### src/rtl/lsram_pp_pkg.sv
// Shared types, RAM geometry and address helpers for the LSRAM ping-pong controller.
package lsram_pp_pkg;

  localparam int RAM_AW = 11;
  localparam int RAM_DW = 64;

  // Per-bank lifecycle: written once, read once, then recycled.
  typedef enum logic [1:0] {
    StEmpty,
    StFilling,
    StFull,
    StDraining
  } bank_st_e;

  // Reverse the low logn bits of x; bits at and above logn come out as zero.
  function automatic logic [RAM_AW-1:0] bitrev(input int logn, input logic [RAM_AW-1:0] x);
    logic [RAM_AW-1:0] r;
    r = '0;
    for (int i = 0; i < RAM_AW; i++) begin
      for (int j = 0; j < RAM_AW; j++) begin
        if (i < logn && j == logn - 1 - i) r[i] = x[j];
      end
    end
    return r;
  endfunction

endpackage

### src/rtl/pp_skid_fifo.sv
// First-word-fall-through skid FIFO catching RAM read data; exposes occupancy for credit checks.
module pp_skid_fifo #(
  parameter int unsigned Depth = 4,
  parameter int unsigned Width = 65,
  localparam int unsigned OccW = $clog2(Depth + 1),
  localparam int unsigned PtrW = (Depth > 1) ? $clog2(Depth) : 1
) (
  input  logic             clk_i,
  input  logic             rst_ni,
  input  logic             push_i,
  input  logic [Width-1:0] wdata_i,
  input  logic             pop_i,
  output logic             rvalid_o,
  output logic [Width-1:0] rdata_o,
  output logic [OccW-1:0]  occ_o
);

  logic [Width-1:0] mem_q [Depth];
  logic [PtrW-1:0]  wptr_q, wptr_d, rptr_q, rptr_d;
  logic [OccW-1:0]  occ_q, occ_d;
  logic             pop_ok;

  // Pointer and occupancy next-state; pops on an empty FIFO are ignored.
  always_comb begin
    pop_ok = pop_i & (occ_q != '0);
    wptr_d = wptr_q;
    rptr_d = rptr_q;
    if (push_i) wptr_d = (wptr_q == PtrW'(Depth - 1)) ? '0 : wptr_q + 1'b1;
    if (pop_ok) rptr_d = (rptr_q == PtrW'(Depth - 1)) ? '0 : rptr_q + 1'b1;
    occ_d = occ_q + OccW'(push_i) - OccW'(pop_ok);
  end

  // Control state with synchronous active-low reset.
  always_ff @(posedge clk_i) begin
    if (!rst_ni) begin
      wptr_q <= '0;
      rptr_q <= '0;
      occ_q  <= '0;
    end else begin
      wptr_q <= wptr_d;
      rptr_q <= rptr_d;
      occ_q  <= occ_d;
    end
  end

  // Data storage needs no reset; occupancy gates its visibility.
  always_ff @(posedge clk_i) begin
    if (push_i) mem_q[wptr_q] <= wdata_i;
  end

  assign rvalid_o = (occ_q != '0);
  assign rdata_o  = mem_q[rptr_q];
  assign occ_o    = occ_q;

endmodule

### src/rtl/lsram_pingpong_ctrl.sv
// Ping-pong scheduler for two LSRAM banks: writer fills one bank while the reader drains the other.
module lsram_pingpong_ctrl
  import lsram_pp_pkg::*;
#(
  parameter int unsigned LOG_N  = 11,
  parameter int unsigned DW     = 64,
  parameter int unsigned RD_LAT = 2,
  parameter int unsigned BITREV = 0
) (
  input  logic              CLK,
  input  logic              nGrst,
  input  logic              in_valid,
  output logic              in_ready,
  input  logic [DW-1:0]     in_data,
  output logic              out_valid,
  input  logic              out_ready,
  output logic [DW-1:0]     out_data,
  output logic              out_last,
  output logic              frame_done,
  output logic [RAM_AW-1:0] ram_waddr,
  output logic [1:0]        ram_wrb,
  output logic [DW-1:0]     ram_di,
  output logic [RAM_AW-1:0] ram_raddr,
  output logic              ram_rsel,
  input  logic [DW-1:0]     ram_do0,
  input  logic [DW-1:0]     ram_do1,
  output logic              ram_do_en,
  output logic              ram_do_rst
);

  localparam int unsigned FifoDepth = RD_LAT + 2;
  localparam int unsigned OccW      = $clog2(FifoDepth + 1);
  localparam int unsigned CntW      = $clog2(FifoDepth + RD_LAT + 1);

  bank_st_e         bank_q [2];
  bank_st_e         bank_d [2];
  logic [LOG_N-1:0] wcnt_q, wcnt_d, rcnt_q, rcnt_d;
  logic             wsel_q, wsel_d, rsel_q, rsel_d;
  logic             psel_q, psel_d;  // bank owning the sample at the FIFO head
  logic             run_q;           // holds in_ready low through reset
  logic             pipe_vld_q  [RD_LAT];
  logic             pipe_bank_q [RD_LAT];
  logic             pipe_last_q [RD_LAT];

  logic            wr_fire, wr_last, rd_issue, rd_last, rd_bank_ok, pop, drain_done;
  logic [CntW-1:0] inflight;
  logic [OccW-1:0] occ;
  logic            fifo_push;
  logic [DW:0]     fifo_wdata, fifo_rdata;

  // Handshakes, read credit and issue qualification.
  always_comb begin
    in_ready   = run_q & ((bank_q[wsel_q] == StEmpty) | (bank_q[wsel_q] == StFilling));
    wr_fire    = in_valid & in_ready;
    wr_last    = (wcnt_q == '1);
    rd_last    = (rcnt_q == '1);
    // A DRAINING bank with rcnt=0 is fully issued and only waits for the FIFO to empty.
    rd_bank_ok = (bank_q[rsel_q] == StFull) |
                 ((bank_q[rsel_q] == StDraining) & (rcnt_q != '0));
    inflight   = '0;
    for (int i = 0; i < RD_LAT; i++) inflight = inflight + CntW'(pipe_vld_q[i]);
    rd_issue   = rd_bank_ok & ((CntW'(occ) + inflight) < CntW'(FifoDepth));
    pop        = out_valid & out_ready;
    drain_done = pop & out_last;
  end

  // Bank lifecycle and counter next-state; the three events always hit banks in distinct states.
  always_comb begin
    bank_d[0] = bank_q[0];
    bank_d[1] = bank_q[1];
    if (wr_fire) bank_d[wsel_q] = wr_last ? StFull : StFilling;
    if (rd_issue && bank_q[rsel_q] == StFull) bank_d[rsel_q] = StDraining;
    if (drain_done) bank_d[psel_q] = StEmpty;
    wcnt_d = wr_fire ? wcnt_q + 1'b1 : wcnt_q;
    wsel_d = wsel_q ^ (wr_fire & wr_last);
    rcnt_d = rd_issue ? rcnt_q + 1'b1 : rcnt_q;
    rsel_d = rsel_q ^ (rd_issue & rd_last);
    psel_d = psel_q ^ drain_done;
  end

  // Bank, counter and select registers.
  always_ff @(posedge CLK) begin
    if (!nGrst) begin
      bank_q[0] <= StEmpty;
      bank_q[1] <= StEmpty;
      wcnt_q    <= '0;
      rcnt_q    <= '0;
      wsel_q    <= 1'b0;
      rsel_q    <= 1'b0;
      psel_q    <= 1'b0;
      run_q     <= 1'b0;
    end else begin
      bank_q[0] <= bank_d[0];
      bank_q[1] <= bank_d[1];
      wcnt_q    <= wcnt_d;
      rcnt_q    <= rcnt_d;
      wsel_q    <= wsel_d;
      rsel_q    <= rsel_d;
      psel_q    <= psel_d;
      run_q     <= 1'b1;
    end
  end

  // In-flight tag pipe matching the RAM read latency.
  always_ff @(posedge CLK) begin
    if (!nGrst) begin
      for (int i = 0; i < RD_LAT; i++) begin
        pipe_vld_q[i]  <= 1'b0;
        pipe_bank_q[i] <= 1'b0;
        pipe_last_q[i] <= 1'b0;
      end
    end else begin
      pipe_vld_q[0]  <= rd_issue;
      pipe_bank_q[0] <= rsel_q;
      pipe_last_q[0] <= rd_last;
      for (int i = 1; i < RD_LAT; i++) begin
        pipe_vld_q[i]  <= pipe_vld_q[i-1];
        pipe_bank_q[i] <= pipe_bank_q[i-1];
        pipe_last_q[i] <= pipe_last_q[i-1];
      end
    end
  end

  // RAM-side drive: write strobe only on a transfer, read address optionally bit-reversed.
  always_comb begin
    ram_wrb = '0;
    if (wr_fire) ram_wrb[wsel_q] = 1'b1;
    ram_waddr  = RAM_AW'(wcnt_q);
    ram_di     = in_data;
    ram_raddr  = (BITREV != 0) ? bitrev(int'(LOG_N), RAM_AW'(rcnt_q)) : RAM_AW'(rcnt_q);
    ram_rsel   = rsel_q;
    ram_do_en  = 1'b1;
    ram_do_rst = ~nGrst;
    fifo_push  = pipe_vld_q[RD_LAT-1];
    fifo_wdata = {pipe_last_q[RD_LAT-1], pipe_bank_q[RD_LAT-1] ? ram_do1 : ram_do0};
  end

  pp_skid_fifo #(
    .Depth (FifoDepth),
    .Width (DW + 1)
  ) u_skid (
    .clk_i    (CLK),
    .rst_ni   (nGrst),
    .push_i   (fifo_push),
    .wdata_i  (fifo_wdata),
    .pop_i    (pop),
    .rvalid_o (out_valid),
    .rdata_o  (fifo_rdata),
    .occ_o    (occ)
  );

  assign out_data   = fifo_rdata[DW-1:0];
  assign out_last   = fifo_rdata[DW];
  assign frame_done = drain_done;

endmodule

### config.mk
export PLATFORM = sky130hd
export DESIGN_NAME = lsram_pingpong_ctrl
export DESIGN_NICKNAME = d
export VERILOG_FILES = /design/src/rtl/lsram_pp_pkg.sv /design/src/rtl/pp_skid_fifo.sv /design/src/rtl/lsram_pingpong_ctrl.sv
export SDC_FILE = /design/constraint.sdc
export NUM_CORES = 1
export LEC_CHECK = 0
export ABC_AREA = 1
export BUFFER_PORTS_ARGS = -buffer_cell sky130_fd_sc_hd__buf_4
export CAP_MARGIN = 10
export CORE_ASPECT_RATIO = 0.8
export CORE_MARGIN = 2
export CORE_UTILIZATION = 35
export CTS_CLUSTER_DIAMETER = 60
export DETAILED_ROUTE_END_ITERATION = 10
export PLACE_DENSITY = 0.6
export SKIP_CTS_REPAIR_TIMING = 1
export SKIP_LAST_GASP = 1
export SLEW_MARGIN = 10
export SYNTH_ARGS = -nofsm -noshare
export SYNTH_HDL_FRONTEND = slang
export SYNTH_SLANG_ARGS = --single-unit
### constraint.sdc
create_clock -name CLK -period 4.1 [get_ports CLK]
set_input_delay 0.82 -clock CLK [delete_from_list [all_inputs] [get_ports CLK]]
set_output_delay 0.82 -clock CLK [all_outputs]
set_load 0.03 [all_outputs]
**After elaboration in Yosys (flattened, before gate mapping)**

Memory sizes are Yosys's and may differ from the RTL's. A register that Yosys moved wholly into a read port is not among the register bits.
Cells that the tools add are included.

- Register bits after elaboration: 33
- RAM bits: 270
- Input port bits: 196
- Output and inout bits: 159
- Logic and storage cells: 108
- Memories kept: 5

- $add $sub $neg: 8
- $lt $le $gt $ge: 9
- Eq/ne operators: 7
- Mux-type cells: 33
- Bitwise operators: 29
- Reduce and logical (&&, ||, !) cells: 8

Memory list:

| name | depth | width | rd ports | clocked after Yosys merged registers in | wr ports | line | RTL |
|---|---|---|---|---|---|---|---|
| u_skid.mem_q | 4 | 65 | 1 | 1 | 1 | pp_skid_fifo.sv:18 | `logic [Width-1:0] mem_q [Depth];` |
| bank_q | 2 | 2 | 4 | 2 | 2 | lsram_pingpong_ctrl.sv:35 | `bank_st_e bank_q [2];` |
| pipe_bank_q | 2 | 1 | 2 | 0 | 2 | lsram_pingpong_ctrl.sv:42 | `logic pipe_bank_q [RD_LAT];` |
| pipe_last_q | 2 | 1 | 2 | 0 | 2 | lsram_pingpong_ctrl.sv:43 | `logic pipe_last_q [RD_LAT];` |
| pipe_vld_q | 2 | 1 | 2 | 0 | 2 | lsram_pingpong_ctrl.sv:41 | `logic pipe_vld_q [RD_LAT];` |

Operator list:

| operator | count |
|---|---|
| 2-to-1 mux 64 bit | 1 |
| adder 11 x 1 -> 11 bit, second input constant | 2 |
| equality test 11 bit, second input constant | 2 |
| 2-to-1 mux 2 bit | 11 |
| 2-to-1 mux 1 bit | 13 |
| 2-to-1 mux 4 bit | 3 |
| nonzero test 11 bit | 1 |
| OR 1 bit | 10 |
| bitwise AND 1 bit | 9 |
| equality test 2 bit, second input constant | 4 |
| demux 2 bit (select 1 bit) | 3 |
| greater-or-equal comparator 2 bit, second input constant | 3 |
| less-than comparator 2 x 1 -> 1 bit, second input constant | 3 |
| NOT 1 -> 2 bit | 3 |
| logical AND 1 bit | 5 |
| adder 2 x 1 -> 2 bit, second input constant | 2 |
| bitwise AND 4 bit | 1 |
| bitwise mux 4 bit | 1 |
| NOT 4 bit | 1 |
| OR 4 bit | 1 |
| adder 3 x 1 -> 3 bit | 1 |
| adder 3 x 2 -> 3 bit | 1 |
| less-than comparator 3 bit, second input constant | 1 |
| nonzero test 3 bit | 1 |
| 9 further kinds | 11 |

**Logic depth before layout (Yosys ltp)**

- Word-level depth: 12
- Mapped depth: 11
- Depth with buffers taken out: 11

**Modules after synthesis**

A second synthesis with hierarchy kept.

- Cell total of the unflattened synthesis: 1080
- Area, all modules: 13503.0 um2

Modules (own cells, without submodules):

| module | times used | cells each | area each (um2) | seq. area each (um2) |
|---|---|---|---|---|
| pp_skid_fifo | 1 | 690 | 10427.5 | 7987.7 |
| lsram_pingpong_ctrl | 1 | 390 | 3075.4 | 760.7 |

**Worst setup path after synthesis**

No wires, ideal clock.

- Kind: input to output
- Start: in in_valid
- End: out ram_wrb[0]
- Data arrival time: 1586 ps
- Required time: 3280 ps
- Path slack: 1694 ps
- Cell stages on the path: 3
- Buffers on the path: 1
- Path through: nand4_1 > buf_2 > nor2_1

- Cells in the longest elaborated chain, start to end: 2

RTL lines:

| item | line | RTL |
|---|---|---|
| start: declaration | lsram_pingpong_ctrl.sv:12 | `input logic in_valid,` |
| bitwise AND 1 bit | lsram_pingpong_ctrl.sv:54 | `wr_fire = in_valid & in_ready;` |
| 2-to-1 mux 2 bit | lsram_pingpong_ctrl.sv:127 | `if (wr_fire) ram_wrb[wsel_q] = 1'b1;` |
| end: declaration | lsram_pingpong_ctrl.sv:21 | `output logic [1:0] ram_wrb,` |

Every way passes these cells.

==> results.ini <==
[drt]
route.detailed.drc=0
firstDrtPassIters=5
route.vias.total=8685
detail_route.wl_per_cell_um=17.45
drtAntennaViolNets=0
drt-total-wl_mm=31.07
drtIter0Drc=508
viasPerCell=4.879

[sta]
max_slew.worst_pin.slew_ns=0.9502
timing.final.crit_period_ns=3.378
fin_setup_tns_ns=0
skew_ns=0.009074
clock.fmax_mhz=296.1
timing.final.crit_share=0.8238
rsz0062_at_grt=no
setup-violations-final=0
hold_violations=0
timing.slew.headroom=0.3665
final_max_slew_viol_count=0

[synth]
synth-seq-cells=307
synth_edf_count=260
yosys-top-cells-area=edfxtp_1, dfxtp_1, mux2_2
synth_ff_type=edfxtp_1
yosys_warnings=0
netlist_area_sq_um=13210
syn_nets=1323
synth_largest_area_cell=edfxtp_1
ys_types=34
postSynth.asyncResetShare=0
netlist_instances=1115
syn_area_per_cell_sq_um=11.85
ys_seq_area_frac=0.6624
yosysTopAreaCellShare=0.5911

[die]
die_h_um=177.8
io_pins=355
coreArea_sq_um=37130
start_util=0.3557
dieArea_sq_um=39320
die_w_um=221.2
placementRows=63

[setup_path]
worstSetupPathType=reg -> out
cp_slowest_cell=inv_4
critPathLaunchType=flip-flop
critPathMaxStageDelay_ns=0.55
cp_max_fo=67
path_cells=inv_4 > buf_4 > o21ai_0 > o22ai_1 > buf_4
cp_common_cell=buf_4
critPathCaptureType=output port
arrival_ns=2.56
cp.required_ns=3.28

[cells_and_area]
fin_nets=1475
fin_cells=1780
syn2layout_area_growth_pct=21.08
drive_gt1_frac=0.2918

[global_route]
antenna_found_initial=1
grt_pass1_vias=8432
grt_max_degree=68
grt_use_total=0.1536
grt_pass1_wl_mm=47.80
grt_overflow=0

[run]
maxCapViolations=0

[place]
gp_congestion=0.8011
dpl.hpwl_mm=19.72
portBuffers=225
dp.cells=1721

[worst_hold_path]
hold_class=reg -> reg

[cts]
htree_num_levels=1
clkTransAtPathRegs_ns=0.06
cts_tree=built
cts.path.max_buffers=3
numCtsBuffers=31
clkLatencyLatePin_ns=0.58
clock_sinks=307
cts_root_buf=clkbuf_16

[power]
power_per_cell_area_nw_per_um2=581.1
ir_drop_uv=353.5
p_leak_nw=5.838

[run_status]
outcome=finished, final reports clean

## stage by stage
stage | utilization | instance area [sq um] | hold WS (ns) | setup WS [ns] | power (mW)
final | 0.4307 | 15990 | 0.4138 | 0.7222 | 9.293
after global routing | 0.4307 | 15990 | 0.4465 | 0.5167 | 9.729
after CTS | 0.4307 | 15990 | 0.4149 | 0.7155 | 9.397
after detailed placement | 0.4010 | 14890 | 0.4023 | 1.341 | 6.375
after global placement | 0.4010 | 14890 | 0.3957 | 1.346 | 6.336
after floorplan | - | 13210 | 0.3905 | 1.694 | 5.395
## cell type report
cell class                 instances  area (sq um)
sequential                       307          8757
clock inverter                    25         316.6
timing repair buffer             240          1802
antenna                            1         2.502
multi-input combinational        633          3511
tap                              487         609.3
clock buffer                      33         783.3
inverter                          54         210.2
fill                            3454         21140
## worst max-delay path, delay by kind of cell (launching register included)
family	cells	cell delay [ns]
compound gates	2	0.38
flops	1	0.46
buf+inv	3	1.09
## path summary, 6_finish.rpt
path / start / to / slack [ns] / cells after the start
setup / recovery: flip-flop / out_data[59] / 0.72 / 5
hold / removal: pipe_bank_q[0][0] / pipe_bank_q[0][1] / 0.41 / 2
setup reg to reg: u_skid.wptr_q[0] / u_skid.mem_q[2][59] / 1.79 / 5
hold reg to reg: pipe_bank_q[0][0] / pipe_bank_q[0][1] / 0.41 / 2
## layout by cell type, fill, tap and decap left out, types with 31 or more instances in the layout
cell | netlist | final
edfxtp_1 | 260 | 260
o22ai_1 | 64 | 64
clkbuf_16 | 0 | 31
buf_4 | 67 | 240
nor2_1 | 175 | 175
mux2_2 | 64 | 64
o21ai_0 | 143 | 143
nand2_1 | 92 | 92
dfxtp_1 | 47 | 44
inv_1 | 50 | 45
## cell usage after synthesis, types with 20 or more instances
cell,count
edfxtp_1,260
clkbuf_1,32
dfxtp_1,47
o21ai_0,143
o22ai_1,64
inv_1,50
nand3_1,22
buf_4,67
buf_2,20
nand2_1,92
a21oi_1,23
mux2_2,64
nor2_1,175
## cells by family after synthesis
kind of cell             synth area share
XOR/XNOR                         0.003979
adder cells (fa/ha/maj)           0.01194
buffers and inverters             0.07181
multiplexers                      0.05457
AO/OA/AOI/OAI                     0.09739
other                           0.0002839
AND/OR/NAND/NOR                   0.09767
flip-flops                         0.6624
## flip-flops by register name (all words and copies together) (netlist names), named ones only
signal,cells
bank_q,4
pipe_bank_q,2
pipe_last_q,2
pipe_vld_q,2
psel_q,1
ram_raddr,11
ram_rsel,1
ram_waddr,11
run_q,1
u_skid.mem_q,260
u_skid.occ_o,3
u_skid.rptr_q,2
u_skid.wptr_q,2
wsel_q,1
## per-layer routing
| metal | part of all wire | global-route usage |
|---|---|---|
| met2 | 0.46 | 0.2435 |
| met3 | 0.082 | 0.04619 |
| met5 | 0 | 0.006203 |
| met1 | 0.44 | 0.2079 |
| met4 | 0.017 | 0.03356 |
## report_power, final
| group | leakage, nW | total [mW] | internal, mW | switching (mW) |
|---|---|---|---|---|
| clock | 0.532 | 3.02 | 1.83 | 1.19 |
| combinational | 2.59 | 2.79 | 0.923 | 1.87 |
| sequential | 2.72 | 3.48 | 3.42 | 0.0639 |
| total | 5.84 | 9.29 | 6.17 | 3.13 |
No activity file was read; power rests on OpenSTA's default activity.
